===== config.mk =====
export PLATFORM = sky130hd
export DESIGN_NAME = multi_edge_detector
export DESIGN_NICKNAME = d
export VERILOG_FILES = /design/src/rtl/multi_edge_detector.sv
export SDC_FILE = /design/constraint.sdc
export NUM_CORES = 1
export LEC_CHECK = 0
export ABC_CLOCK_PERIOD_IN_PS = 4600
export BUFFER_PORTS_ARGS = -buffer_cell sky130_fd_sc_hd__buf_4
export CAP_MARGIN = 5
export CORE_ASPECT_RATIO = 0.9
export CORE_MARGIN = 2
export CORE_UTILIZATION = 57
export DETAILED_ROUTE_END_ITERATION = 8
export PLACE_DENSITY = 0.82
export SYNTH_ARGS = -nofsm -noshare
export SYNTH_HDL_FRONTEND = slang
export SYNTH_SLANG_ARGS = --single-unit

===== constraint.sdc =====
create_clock -name clk -period 4.6 [get_ports clk]
set_input_delay 0.69 -clock clk [delete_from_list [all_inputs] [get_ports clk]]
set_output_delay 0.69 -clock clk [all_outputs]
set_load 0.005 [all_outputs]

===== src/rtl/multi_edge_detector.sv =====
`default_nettype none
// ============================================================================
// Module   : multi_edge_detector
// Brief    : N-channel edge detector with per-channel rise/fall/both/off mode,
//            optional synchroniser, sticky flags and saturating event counters.
//            Define EDGE_DEBOUNCE_EN to add a per-channel stability filter.
// Revision : 1.0  initial release
// ============================================================================
module multi_edge_detector #(
  parameter int N_CH        = 4,
  parameter int SYNC_STAGES = 2,
  parameter int CNT_W       = 8,
  parameter int DEB_CYCLES  = 4
) (
  input  logic                  clk,
  input  logic                  rst,
  input  logic [N_CH-1:0]       sig_in,
  input  logic [2*N_CH-1:0]     mode,
  input  logic [N_CH-1:0]       clr,
  output logic [N_CH-1:0]       edge_pulse,
  output logic                  edge_any,
  output logic [N_CH-1:0]       edge_sticky,
  output logic [N_CH*CNT_W-1:0] edge_count
);

`ifdef EDGE_DEBOUNCE_EN
  // The filtered level starts at 0, so priming must also cover the debounce window.
  localparam int c_PRIME_LEN = SYNC_STAGES + DEB_CYCLES + 1;
`else
  localparam int c_PRIME_LEN = SYNC_STAGES + 1;
`endif
  localparam int                 c_PRIME_W    = $clog2(c_PRIME_LEN + 1);
  localparam logic [c_PRIME_W-1:0] c_PRIME_INIT = c_PRIME_W'(c_PRIME_LEN);
  localparam logic [c_PRIME_W-1:0] c_PRIME_ONE  = c_PRIME_W'(1);
  localparam logic [CNT_W-1:0]   c_CNT_ONE    = CNT_W'(1);
  localparam logic [CNT_W-1:0]   c_CNT_MAX    = {CNT_W{1'b1}};

  logic [N_CH-1:0]      w_sync;
  logic [N_CH-1:0]      w_s;
  logic [N_CH-1:0]      w_rise;
  logic [N_CH-1:0]      w_fall;
  logic [N_CH-1:0]      w_evt;
  logic [N_CH-1:0]      r_prev;
  logic [N_CH-1:0]      r_pulse;
  logic [N_CH-1:0]      r_sticky;
  logic                 r_any;
  logic [CNT_W-1:0]     r_cnt [N_CH];
  logic [c_PRIME_W-1:0] r_prime;

  generate
    if (SYNC_STAGES > 0) begin : g_sync
      logic [N_CH-1:0] r_chain [SYNC_STAGES];
      always_ff @(posedge clk) begin
        if (rst) begin
          for (int k = 0; k < SYNC_STAGES; k++) r_chain[k] <= '0;
        end else begin
          r_chain[0] <= sig_in;
          for (int k = 1; k < SYNC_STAGES; k++) r_chain[k] <= r_chain[k-1];
        end
      end
      assign w_sync = r_chain[SYNC_STAGES-1];
    end else begin : g_nosync
      assign w_sync = sig_in;
    end
  endgenerate

`ifdef EDGE_DEBOUNCE_EN
  localparam int                 c_DEB_W    = $clog2(DEB_CYCLES + 1);
  localparam logic [c_DEB_W-1:0] c_DEB_LAST = c_DEB_W'(DEB_CYCLES - 1);
  localparam logic [c_DEB_W-1:0] c_DEB_ONE  = c_DEB_W'(1);

  logic [N_CH-1:0]    r_s;
  logic [c_DEB_W-1:0] r_stab [N_CH];

  // Filtered level flips only after DEB_CYCLES consecutive samples disagree with it.
  always_ff @(posedge clk) begin
    if (rst) begin
      r_s <= '0;
      for (int i = 0; i < N_CH; i++) r_stab[i] <= '0;
    end else begin
      for (int i = 0; i < N_CH; i++) begin
        if (w_sync[i] == r_s[i]) begin
          r_stab[i] <= '0;
        end else if (r_stab[i] == c_DEB_LAST) begin
          r_s[i]    <= w_sync[i];
          r_stab[i] <= '0;
        end else begin
          r_stab[i] <= r_stab[i] + c_DEB_ONE;
        end
      end
    end
  end
  assign w_s = r_s;
`else
  assign w_s = w_sync;
`endif

  always_comb begin
    w_rise = w_s & ~r_prev;
    w_fall = ~w_s & r_prev;
    w_evt  = '0;
    if (r_prime == '0) begin
      for (int i = 0; i < N_CH; i++) begin
        w_evt[i] = (mode[2*i] & w_rise[i]) | (mode[2*i+1] & w_fall[i]);
      end
    end
  end

  // History follows the filtered level unconditionally so a mode change never sees a stale edge.
  always_ff @(posedge clk) begin
    if (rst) begin
      r_prev   <= '0;
      r_pulse  <= '0;
      r_any    <= 1'b0;
      r_sticky <= '0;
      r_prime  <= c_PRIME_INIT;
      for (int i = 0; i < N_CH; i++) r_cnt[i] <= '0;
    end else begin
      r_prev  <= w_s;
      r_pulse <= w_evt;
      r_any   <= |w_evt;
      if (r_prime != '0) r_prime <= r_prime - c_PRIME_ONE;
      for (int i = 0; i < N_CH; i++) begin
        if (w_evt[i]) begin
          r_sticky[i] <= 1'b1;
          if (clr[i])                    r_cnt[i] <= c_CNT_ONE;
          else if (r_cnt[i] != c_CNT_MAX) r_cnt[i] <= r_cnt[i] + c_CNT_ONE;
        end else if (clr[i]) begin
          r_sticky[i] <= 1'b0;
          r_cnt[i]    <= '0;
        end
      end
    end
  end

  assign edge_pulse  = r_pulse;
  assign edge_any    = r_any;
  assign edge_sticky = r_sticky;

  generate
    for (genvar g = 0; g < N_CH; g++) begin : g_cnt_out
      assign edge_count[g*CNT_W +: CNT_W] = r_cnt[g];
    end
  endgenerate

endmodule
`default_nettype wire


==> run_results.csv, run 1 <==
group,metric,value,unit
clock_network,clk_path_buf_depth,2,
timing,setup_viol,0,
floorplanning,start_util,58.5,%
clock_network,ctsResizeCount,0,
final_layout,post-route-util,71.0,%
critical_path,crit_fanout,8,
synthesis,synth_top_family_by_area,"simple AND/OR/NAND/NOR gates",
synthesis,synth_compound_area_share,5.77,%
synthesis,netlist_instances,226,
timing,fin_crit,2150,ps
final_layout,fillers,348,
clock_network,post_cts_buffers,0,
timing,slew_viol_final,0,
route,drtAntennaViolNets,0,
route,drtIter0Drc,99,
final_layout,final_nets,308,
grt,grt_use_total,19.7,%
placed_design,dpl.hpwl,3.42,mm
route,first_pass_iters,4,
floorplanning,rows,23,
route,drc,0,
clock_network,cts_buffers,5,
route,finalWirelength,4.60,mm
synthesis,synth_top_area_cell,"edfxtp_1",
critical_path,crit_chain,"inv_1 -> ha_1 -> nand2b_4 -> a21o_1 -> or3_1 -> nand2_1",
clock_network,cts.clk_slew.worst_paths,90,ps
critical_path,path_buf_inv,1,
synthesis,ys.flop_type,"edfxtp_1",
synthesis,synth.most_common_cell,"edfxtp_1",
timing,max_slew_margin,49.9,%
synthesis,synth_area,0.00256,sq mm
power,p_leak,1.18,nW
floorplanning,die-area,0.00504,sq mm
critical_path,critPathMaxStageDelay,460,ps
synthesis,synthSimpleGateAreaFrac,24.4,%
final_layout,multiInputGateArea,0.00106,sq mm
job,max-cap-violations,0,
timing,rsz0062_at_grt,"false",
synthesis,synth.distinct_cells,33,
route,vias,1738,
critical_path,required,4580,ps
placed_design,place_congestion,0.755,
floorplanning,die_w,74.6,um
min_path,min_path_type,"reg2reg",
timing,worstMarginPinSlew,746,ps
grt,grt_max_degree,25,
synthesis,synth_nets,249,
status,status,"finished clean",
power,peakVddDrop,0.000261,V
timing,skew,12.3,ps
route,wl_per_cell,13.2,um
synthesis,synth.top_cell.area_share,37.6,%
synthesis,avgSynthCellArea,11.3,sq um
power,p_per_area,288,mW/mm^2
clock_network,htreeDepth,2,
route,routed_via_density,4.99,
final_layout,syn2layout_area_growth,21.4,%
clock_network,cts_tree,"done",
synthesis,yosysWarnings,0,
timing,setup-tns-final,0,ps
synthesis,yosys-top-cells-area,"edfxtp_1 38%, dfxtp_1 18%, nor2_2 5.6%",
timing,finalCritPeriodShare,46.8,%
timing,hold_viol,0,
final_layout,seqCellArea,0.00142,sq mm
clock_network,clock_sinks,55,
clock_network,root_buffer,"clkbuf_8",
synthesis,synth_fa_ha_area_share,2.45,%
grt,grt_pass1_vias,1665,
clock_network,postCtsHoldBufs,0,
clock_network,worst_skew_pair.late_latency,300,ps
synthesis,synthTopCellsByCount,"32 x edfxtp_1, 23 x dfxtp_1, 23 x nor2_2",
critical_path,endpoint_kind,"flip-flop",
floorplanning,die_y,67.5,um
critical_path,crit_arrival,2130,ps
grt,antenna_found_initial,0,
critical_path,crit_family,"simple AND/OR/NAND/NOR gates",
synthesis,synth_xor_area_share,8.56,%
critical_path,cpMaxStageDelayCell,"or3_1",
floorplanning,core-area,0.00437,sq mm
synthesis,synth-edff-count,32,
synthesis,seq_area_frac_synth,55.6,%
critical_path,crit_type,"reg2reg",
critical_path,crit_path_start_kind,"flip-flop",
grt,grt_pass1_wl,7.44,mm
synthesis,synth_seq_cells,55,
synthesis,muxShareOfSynthArea,0.391,%
final_layout,n_antenna_cell,0,
synthesis,async_flop_share,0,%
grt,overflow,0,
timing,fmax,465,MHz
final_layout,drive_above_1_share,34.6,%
floorplanning,io_pins,59,
power,total_power,0.896,mW
placed_design,port_buffers,58,
==> per-stage QoR <==
stage          cell area, sq um  setup WS (ps)  instances  hold slack, ps
6_report                   3110           2450        348             433
3_3_place_gp               3020           2240        340             417
4_1_cts                    3110           2440        348             447
2_1_floorplan              2560           2580        226             414
5_1_grt                    3110           2330        348             454
3_5_place_dp               3020           2180        340             427
==> power by group <==
part	internal, mW	switching (mW)
Sequential	0.541	0.0186
Clock	0.111	0.143
Combinational	0.0453	0.0375
Total	0.696	0.199
==> cells by family (layout without fill, tap and decap cells) <==
| kind of cell | count (synthesis) | after routing |
|---|---|---|
| compound gates | 20 | 20 |
| fa+ha+maj | 5 | 5 |
| buf+inv | 13 | 73 |
| xor+xnor | 25 | 25 |
| simple gates | 107 | 107 |
| mux | 1 | 1 |
| flops | 55 | 55 |
==> cell type report <==
class	instances	area share, %
well taps	62	2.50
repair buffers	58	14.0
clock buffers	8	2.62
flip-flops and latches	55	45.8
inverters	7	0.846
multi-input cells	158	34.2
==> path summary, 6_finish.rpt <==
path	to	slack, ps	cells after the start	from
max	r_cnt[3][4]	2450	6	r_prime[0]
min	g_sync.r_chain[0][5]	430	1	g_sync.r_chain[0][1]
min reg2reg	g_sync.r_chain[0][5]	430	1	g_sync.r_chain[0][1]
max reg2reg	r_cnt[3][4]	2450	6	r_prime[0]
==> sequential cells by signal, indices dropped and copies added (netlist names) <==
name and flops:
r_prime 2, g_sync.r_chain 8, r_cnt 32, edge_sticky 4, edge_pulse 4, edge_any 1, r_prev 4
==> layer usage <==
metal,vias up,share of wire (%),track usage (%)
met5,-,0,0
met4,0,1.6,7.37
met3,6,4.1,4.93
met2,35,48,32.2
met1,807,46,25.4
li1,890,-,-
==> cells in the final DEF, fill, tap and decap left out, types with 10 or more instances in the layout <==
master | Yosys | layout
dfxtp_1 | 23 | 23
buf_4 | 0 | 58
edfxtp_1 | 32 | 32
nor2_1 | 15 | 15
nor2_2 | 23 | 23
xnor2_1 | 15 | 15
xor2_1 | 10 | 10
nor2b_1 | 12 | 12
nand3_1 | 12 | 12
nand2_1 | 10 | 10
==> worst register-to-register path, stage by stage (launching register included) <==
cell and delay (ps):
dfxtp_1 330, inv_1 60, ha_1 330, nand2b_4 120, a21o_1 220, or3_1 460, nand2_1 330
Note: power is estimated with default switching activity, not from simulation.
==> run 2, diff against run 1 <==
Settings changed: ABC_AREA from default to 1, ABC_CLOCK_PERIOD_IN_PS 4600 to 2009, CORE_UTILIZATION 57 to 53, PLACE_DENSITY 0.82 to 0.77.
Clock period 4.6 ns to 2.01 ns, I/O delays scaled along.
==> run_results.csv, run 2 <==
group,metric,value,unit
status,status,"finished clean",
floorplanning,start_util,56.4,%
route,finalWirelength,4.77,mm
route,drtIter0Drc,62,
grt,grt_pass1_wl,8.07,mm
critical_path,endpoint_kind,"flip-flop",
synthesis,avgSynthCellArea,8.64,sq um
final_layout,syn2layout_area_growth,22.9,%
power,p_leak,1.43,nW
synthesis,synth.top_cell.area_share,37.5,%
critical_path,reg2reg_slack,240,ps
clock_network,htreeDepth,2,
critical_path,crit_fanout,8,
critical_path,reg2reg_from,"r_cnt[3][0]",
route,vias,1943,
critical_path,crit_chain,"ha_1 -> nand2_1 -> nor2_2 -> nand2_1 -> nand2_1 -> nor2_2 -> inv_2 -> nand2_1",
critical_path,path_common_cell,"nand2_1",
route,routed_via_density,4.60,
synthesis,yosysWarnings,0,
grt,antenna_found_initial,0,
synthesis,synth_seq_cells,55,
final_layout,top_regs,"r_cnt: 32 flops, g_sync.r_chain: 8 flops",
synthesis,synth_top_area_cell,"edfxtp_1",
clock_network,worst_skew_pair.late_latency,310,ps
critical_path,cpMaxStageDelayCell,"edfxtp_1",
final_layout,largest_register_ff_count,32,
final_layout,fillers,371,
floorplanning,die_y,70.0,um
critical_path,critPathMaxStageDelay,440,ps
final_layout,multiInputGateArea,931,sq um
placed_design,dp.cells,414,
final_layout,drive_above_1_share,21.9,%
grt,grt_pass1_vias,1823,
timing,max_slew_margin,76.6,%
floorplanning,core-area,0.00455,sq mm
timing,rsz0062_at_grt,"false",
floorplanning,die-area,0.00541,sq mm
timing,finalCritPeriodShare,88.1,%
synthesis,seq_area_frac_synth,55.4,%
placed_design,place_ws,254,ps
power,peakVddDrop,0.000464,V
timing,worstMarginPinSlew,350,ps
route,wl_per_cell,11.3,um
synthesis,netlist_instances,297,
placed_design,dpl.hpwl,3.65,mm
min_path,min_path_type,"in2reg",
route,drtAntennaViolNets,0,
clock_network,cts_buffers,5,
clock_network,clk_path_buf_depth,2,
clock_network,cts_tree,"done",
final_layout,post-route-util,69.3,%
critical_path,crit_type,"reg2reg",
floorplanning,rows,23,
grt,grt_max_degree,25,
placed_design,place_congestion,0.820,
critical_path,crit_family,"simple AND/OR/NAND/NOR gates",
critical_path,crit_path_start_kind,"flip-flop",
final_layout,regMostFlops,"r_cnt",
timing,setup_viol,0,
synthesis,async_flop_share,0,%
final_layout,fin_cells,422,
timing,hold_viol,0,
clock_network,post_cts_buffers,0,
clock_network,postCtsHoldBufs,0,
final_layout,final_nets,382,
synthesis,yosys-top-cells-area,"edfxtp_1 37%, dfxtp_1 18%, nand2_1 8.9%",
synthesis,synth.distinct_cells,21,
synthesis,synth_area,0.00256,sq mm
grt,overflow,0,
timing,slew_viol_final,0,
clock_network,cts.clk_slew.worst_paths,100,ps
min_path,worstHoldStart,"sig_in[2]",
timing,setup-tns-final,0,ps
synthesis,synth.most_common_cell,"nand2_1",
final_layout,most-common-layout-cells,"61 x nand2_1, 58 x nor2_1, 58 x buf_4",
final_layout,seqCellArea,0.00142,sq mm
clock_network,ctsResizeCount,0,
timing,fmax,565,MHz
floorplanning,io_pins,59,
timing,holdWs,182,ps
critical_path,crit_start,"r_cnt[3][0]",
clock_network,root_buffer,"clkbuf_8",
power,p_per_area,658,mW/mm^2
route,drc,0,
critical_path,path_buf_inv,1,
route,first_pass_iters,4,
final_layout,final_common_cell,"nand2_1",
final_layout,n_antenna_cell,0,
synthesis,synth_nets,320,
timing,fin_crit,1770,ps
synthesis,synth-edff-count,32,
critical_path,crit_arrival,1750,ps
placed_design,port_buffers,58,
synthesis,ys.flop_type,"edfxtp_1",
grt,grt_use_total,18.8,%
timing,skew,6.82,ps
clock_network,clock_sinks,55,
timing,setup_slack,239,ps
job,max-cap-violations,0,
floorplanning,die_w,77.3,um
critical_path,required,1990,ps
synthesis,synthTopCellsByCount,"61 x nand2_1, 58 x nor2_1, 51 x inv_1",
run 2: path summary, 6_finish.rpt:
kind                               end  cells after the start
setup / recovery           r_cnt[3][3]                      8
hold / removal    g_sync.r_chain[0][2]                      3
setup reg to reg           r_cnt[3][3]                      8
hold reg to reg   g_sync.r_chain[0][4]                      2
run 2: tightest hold or removal path: cells and delay by family:
kind	cells	cell delay, ps
buffers and inverters	2	100
and+or+nand+nor	1	60
run 2: cells by family (layout without fill, tap and decap cells):
logic type | Yosys count | count (layout) | share of synthesized area (%)
AOI/OAI and AO/OA | 9 | 9 | 1.80
adders and majority gates | 5 | 5 | 2.44
xor gates and xnor gates | 17 | 17 | 5.81
DFF | 55 | 55 | 55.4
and+or+nand+nor | 156 | 156 | 26.2
buffers and inverters | 55 | 118 | 8.29
run 2: power by group:
part / switching [mW] / total (mW) / leakage [nW] / internal [mW]
logic: 0.0860 / 0.174 / 0.841 / 0.0881
registers: 0.0412 / 1.28 / 0.545 / 1.24
clock network: 0.344 / 0.623 / 0.0482 / 0.279
total: 0.472 / 2.07 / 1.43 / 1.60
run 2: final cells by class:
type	instances	area share, %
timing repair buffer	58	13.8
sequential	55	45.1
inverter	52	6.19
multi-input combinational	187	29.5
clock buffer	7	2.74
clock inverter	1	0.159
tap	62	2.46
run 2: per-layer routing:
layer | share of wire, % | global-route usage, %
met5 | 0 | 0
met4 | 1.3 | 5.75
met3 | 5.2 | 5.94
met2 | 47 | 30.2
met1 | 46 | 24.3
run 2: metrics by stage:
step	power (mW)	instance area (sq um)
after floorplan	1.38	2560
after global placement	1.47	3060
after detailed placement	1.48	3060
after CTS	2.09	3150
after global routing	2.17	3150
final	2.07	3150
